[src/rtl/tinyalu_core_if.sv]
// tinyalu_core_if: ALU command handshake signal bundle
interface tinyalu_if;
   logic [7:0]  A;
   logic [7:0]  B;
   logic [2:0]  op;
   logic        start;
   logic        done;
   logic [15:0] result;
   modport master (output A, B, op, start, input done, result);
   modport slave  (input A, B, op, start, output done, result);
endinterface

[src/rtl/tinyalu_core.sv]
// tinyalu_core: responder ALU executing add/and/xor in one cycle and mul over MUL_LATENCY edges
module tinyalu_core #(
   parameter int MUL_LATENCY = 3
) (
   input  logic     clk,
   input  logic     reset_n,
   tinyalu_if.slave bus
);
   localparam int CW = $clog2(MUL_LATENCY + 1);
   typedef enum logic [2:0] {IDLE, EXEC, MUL, DONE, WAIT_RELEASE} state_t;
   state_t          st;
   logic [CW-1:0]   cnt;
   logic [7:0]      a_q, b_q;
   logic [2:0]      op_q;
   logic [15:0]     res_next;
   // result of the captured command; anything that is not add/and/xor here must be mul
   always_comb begin
      res_next = op_q == 3'b001 ? 16'(a_q) + 16'(b_q) :
                 op_q == 3'b010 ? {8'h00, a_q & b_q} :
                 op_q == 3'b011 ? {8'h00, a_q ^ b_q} :
                                  16'(a_q) * 16'(b_q);
   end
   // command FSM: capture in IDLE only, registered done pulse and result
   always_ff @(posedge clk or negedge reset_n) begin
      if (!reset_n) begin
         st         <= IDLE;
         cnt        <= '0;
         a_q        <= '0;
         b_q        <= '0;
         op_q       <= '0;
         bus.done   <= 1'b0;
         bus.result <= '0;
      end else begin
         bus.done <= 1'b0;
         case (st)
            IDLE: if (bus.start && bus.op inside {3'b001, 3'b010, 3'b011, 3'b100}) begin
               a_q  <= bus.A;
               b_q  <= bus.B;
               op_q <= bus.op;
               cnt  <= CW'(MUL_LATENCY);
               st   <= bus.op == 3'b100 ? MUL : EXEC;
            end
            EXEC: begin
               bus.result <= res_next;
               bus.done   <= 1'b1;
               st         <= DONE;
            end
            MUL: begin
               cnt <= cnt - 1'b1;
               if (cnt == CW'(1)) begin
                  bus.result <= res_next;
                  bus.done   <= 1'b1;
                  st         <= DONE;
               end
            end
            DONE:         st <= bus.start ? WAIT_RELEASE : IDLE;
            WAIT_RELEASE: if (!bus.start) st <= IDLE;
            default:      st <= IDLE;
         endcase
      end
   end
endmodule

[src/flat_wrapper.sv]
// flat-port wrapper written by rule: the top's interface ports become plain ports
module tinyalu_core_flat 
#(
   parameter int MUL_LATENCY = 3
)
  (clk, reset_n, bus_A, bus_B, bus_op, bus_start, bus_done, bus_result);
  tinyalu_if bus_i ();
  input  logic clk;
  input  logic reset_n;
  input wire logic [$bits(bus_i.A)-1:0] bus_A;
  input wire logic [$bits(bus_i.B)-1:0] bus_B;
  input wire logic [$bits(bus_i.op)-1:0] bus_op;
  input wire logic [$bits(bus_i.start)-1:0] bus_start;
  output wire logic [$bits(bus_i.done)-1:0] bus_done;
  output wire logic [$bits(bus_i.result)-1:0] bus_result;
  assign bus_i.A = bus_A;
  assign bus_i.B = bus_B;
  assign bus_i.op = bus_op;
  assign bus_i.start = bus_start;
  assign bus_done = bus_i.done;
  assign bus_result = bus_i.result;
  tinyalu_core #(.MUL_LATENCY(MUL_LATENCY)) u_core (.clk(clk), .reset_n(reset_n), .bus(bus_i));
endmodule
[config.mk]
export PLATFORM = sky130hd
export DESIGN_NAME = tinyalu_core_flat
export DESIGN_NICKNAME = d
export VERILOG_FILES = /design/src/rtl/tinyalu_core_if.sv /design/src/rtl/tinyalu_core.sv /design/src/flat_wrapper.sv
export SDC_FILE = /design/constraint.sdc
export NUM_CORES = 1
export LEC_CHECK = 0
export ABC_AREA = 1
export BUFFER_PORTS_ARGS = -buffer_cell sky130_fd_sc_hd__buf_2
export CORE_UTILIZATION = 56
export CTS_CLUSTER_DIAMETER = 120
export DETAILED_ROUTE_END_ITERATION = 10
export PLACE_DENSITY = 0.79
export SLEW_MARGIN = 20
export SYNTH_ARGS = -nofsm -noshare
export SYNTH_HDL_FRONTEND = slang
export SYNTH_SLANG_ARGS = --single-unit
[constraint.sdc]
create_clock -name clk -period 3.7 [get_ports clk]
set_input_delay 0.37 -clock clk [delete_from_list [all_inputs] [get_ports clk]]
set_output_delay 0.37 -clock clk [all_outputs]
set_load 0.01 [all_outputs]
==> flow_metrics.py <==
metrics = {
    "worst_setup_path": {
        "crit_path_end_kind": "flip-flop",
        "timing.critical_path.fanout_max": 5,
        "timing.critical_path.cells": "buf_6 > nand2_1 > inv_1 > fa_1 > fa_1 > fa_1 > inv_1 > fa_1 > inv_2 > ha_4 > a21oi_2 > nor2_1 > nor2_1 > nand4_1 > nand3_1 > nand2_1",
        "timing.critical_path.buf_inv": 4,
        "critical_path.startpoint_type": "flip-flop",
        "worstSetupPathType": "flip-flop to flip-flop",
        "critical_path.slowest_cell": "sky130_fd_sc_hd__fa_1",
        "arrival_ns": 4.02,
        "timing.critical_path.required_ns": 3.90,
        "cp_common_cell": "sky130_fd_sc_hd__fa_1",
        "critical-path-max-stage-delay_ns": 0.50,
        "critical_path.top_delay_family": "adder cells",
    },
    "drt": {
        "post-route-drc-count": 0,
        "post_drt_wl_per_cell_um": 15.6,
        "detail_route.iter0.violations": 385,
        "drt_wl_total_mm": 12.2,
        "ant_nets": 0,
        "num_vias": 4259,
        "number_of_vias_per_cell_after_detailed_routing": 5.44,
        "drtPass1Iterations": 6,
    },
    "clock_network": {
        "cts_hold_repair_buffers": 0,
        "tritoncts.num_buffers": 5,
        "clock_path_buffers": 2,
        "cts.root.buffer_cell": "sky130_fd_sc_hd__clkbuf_8",
        "tritoncts": "built",
        "insertion_delay_ns": 0.31,
        "clkSinkCount": 41,
        "clkSlewWorstSetupHoldPaths_ns": 0.09,
        "cts_htree_levels": 2,
    },
    "logic_synthesis": {
        "synth_cells": 604,
        "largest_family_of_logic_cells_by_synthesized_area": "adder cells",
        "area_of_the_mapped_netlist_sq_um": 4530,
        "syn_nets": 708,
        "synth.cells.most_frequent": "sky130_fd_sc_hd__nand2_1, sky130_fd_sc_hd__inv_1, sky130_fd_sc_hd__ha_1",
        "synth-main-ff-cell": "sky130_fd_sc_hd__dfrtp_1",
        "synth-compound-area-share": 0.0765,
        "synth_xor_area_frac": 0.00773,
        "fraction_of_registers_with_async_set_or_reset_after_synthesis": 1.00,
        "post_synth.cell_area_avg_sq_um": 7.51,
        "synth_sequential_area_ratio": 0.226,
        "yosys_warnings": 0,
        "synth_mux_area_frac": 0.0422,
        "synth_adder_area_share": 0.288,
        "synth_cell_type_count": 35,
        "synth-edff-count": 0,
        "post_synth_and_or_nand_nor_area_fraction": 0.223,
        "ys_seq_elements": 41,
        "synth.area.top_cells": "sky130_fd_sc_hd__dfrtp_1, sky130_fd_sc_hd__fa_1, sky130_fd_sc_hd__nand2_1, sky130_fd_sc_hd__ha_1, sky130_fd_sc_hd__inv_1",
        "synthMostInstantiatedCell": "sky130_fd_sc_hd__nand2_1",
        "synth_largest_type_area_fraction": 0.226,
        "yosys.area.top_type": "sky130_fd_sc_hd__dfrtp_1",
    },
    "place": {
        "post-dp-hpwl_mm": 8.64,
        "port_buffer_count": 38,
        "dp.cells": 764,
        "gp_routability_congestion": 0.877,
    },
    "grt": {
        "grt_antenna_before_repair": 0,
        "grt.overflow.total": 0,
        "grt_pass1_vias": 4456,
        "grt_pass1_wl_mm": 20.0,
        "grt_start_max_net_pins": 42,
        "track_usage": 0.300,
    },
    "floorplanning": {
        "start_util": 0.584,
        "die_x_um": 92.0,
        "ioPinCount": 39,
        "num_rows": 32,
        "placeableCoreArea_sq_um": 7770,
        "fp.dieArea_sq_um": 8460,
        "die_h_um": 92.0,
    },
    "sta": {
        "unrepaired_setup_endpoints_after_global_routing": "true",
        "timing.clock.skew_ns": 0.00691,
        "total_setup_violations_reported_at_the_end_of_the_flow": 8,
        "fmax_mhz": 262,
        "worst_case_setup_margin_in_the_final_layout_ns": -0.117,
        "post-route-period-util": 1.03,
        "setup-tns-final_ns": -0.473,
        "maxSlewViolCount": 0,
        "worst_pin_slew_ns": 0.924,
        "slew_headroom": 0.384,
        "hold_viol_final": 0,
        "final.min_clock_period_ns": 3.82,
    },
    "layout": {
        "finished_core_util": 0.717,
        "final_net_count": 784,
        "final_layout_size_suffix_gt1_frac": 0.276,
        "syn2layout_area_growth_pct": 22.9,
        "finish.cell_count_without_fillers": 783,
        "antenna_cells": 0,
    },
    "run": {
        "cap_violations": 0,
    },
    "hold_path": {
        "hold_path.class": "input port to asynchronous set/reset pin",
    },
    "outcome": {
        "run_status": "finished, violations left",
        "violations": "setup timing",
    },
}
-- final timing paths --
path	start	endpoint	cells past startpoint	slack (ns)
min in group clk	bus_B[5]	u_core.b_q[5]$_DFFE_PN0P_	2	0.29
max in group asynchronous	reset_n	u_core.a_q[1]$_DFFE_PN0P_	1	2.88
hold reg to reg	u_core.bus.result[15]$_DFFE_PN0P_	u_core.bus.result[15]$_DFFE_PN0P_	2	0.48
hold / removal	reset_n	u_core.b_q[6]$_DFFE_PN0P_	1	0.17
setup / recovery	u_core.b_q[4]$_DFFE_PN0P_	u_core.bus.result[12]$_DFFE_PN0P_	16	-0.12
setup reg to reg	u_core.b_q[4]$_DFFE_PN0P_	u_core.bus.result[12]$_DFFE_PN0P_	16	-0.12
-- through the flow --
stage	hold slack, ns	worst slack, ns	area, sq um
2_1_floorplan	0.0744	-0.000310	4680
3_3_place_gp	0.460	-0.220	5120
3_5_place_dp	0.461	-0.311	5120
4_1_cts	0.233	-0.0191	5450
5_1_grt	0.282	-0.243	5570
6_report	0.174	-0.117	5570
-- registers in the layout, indices dropped and copies added (netlist names) --
name and flops:
u_core.bus.result 16, u_core.a_q 8, u_core.b_q 8, u_core.op_q 3
u_core.st 3, u_core.cnt 2, u_core.bus.done 1
-- worst reg2reg max path, cell delays in order, from the launching register on --
cell and delay, ns:
sky130_fd_sc_hd__dfrtp_2 0.48, sky130_fd_sc_hd__buf_6 0.15, sky130_fd_sc_hd__nand2_1 0.05, sky130_fd_sc_hd__inv_1 0.05
sky130_fd_sc_hd__fa_1 0.48, sky130_fd_sc_hd__fa_1 0.50, sky130_fd_sc_hd__fa_1 0.49, sky130_fd_sc_hd__inv_1 0.05
sky130_fd_sc_hd__fa_1 0.49, sky130_fd_sc_hd__inv_2 0.05, sky130_fd_sc_hd__ha_4 0.24, sky130_fd_sc_hd__a21oi_2 0.20
sky130_fd_sc_hd__nor2_1 0.06, sky130_fd_sc_hd__nor2_1 0.17, sky130_fd_sc_hd__nand4_1 0.13, sky130_fd_sc_hd__nand3_1 0.10
sky130_fd_sc_hd__nand2_1 0.05
-- per-layer routing --
| metal | track usage | wire length (um) |
|---|---|---|
| met2 | 0.514 | 6010 |
| met1 | 0.357 | 4910 |
| met5 | 0 | 0 |
| met4 | 0.176 | 633 |
| met3 | 0.0439 | 676 |
-- timing repair --
action                                  in CTS  in global routing
endpoints found under the setup margin      11                 11
buffers inserted                            10                  2
pin swaps                                   31                 23
resized for setup                           46                 34
-- layout by cell type (no fill, tap or decap), types with 11 or more instances in the layout --
cell type	count
sky130_fd_sc_hd__fa_1	33
sky130_fd_sc_hd__nand3_1	29
sky130_fd_sc_hd__nand2_2	12
sky130_fd_sc_hd__nand2_1	142
sky130_fd_sc_hd__o21ai_0	20
sky130_fd_sc_hd__inv_2	11
sky130_fd_sc_hd__inv_1	128
sky130_fd_sc_hd__a21oi_1	16
sky130_fd_sc_hd__nor2_1	31
sky130_fd_sc_hd__buf_4	43
sky130_fd_sc_hd__ha_1	36
sky130_fd_sc_hd__buf_2	38
sky130_fd_sc_hd__dfrtp_1	32
-- area by class of cell --
cell class | instances | area, sq um
clock buffer | 7 | 96.3
clock inverter | 1 | 8.76
fill | 613 | 2200
inverter | 140 | 528
multi-input combinational | 403 | 3170
sequential | 41 | 1040
tap | 102 | 128
timing repair buffer | 89 | 603
-- cell families after synthesis --
| family | Yosys count |
|---|---|
| and+or+nand+nor | 241 |
| AOI/OAI and AO/OA | 62 |
| xor gates and xnor gates | 4 |
| DFF | 41 |
| buffers and inverters | 160 |
| muxes | 14 |
| adders and majority gates | 82 |
Power is left out: the tool's default activity adds up to more than one toggle a clock period on the data nets, which glitch-free logic cannot reach.
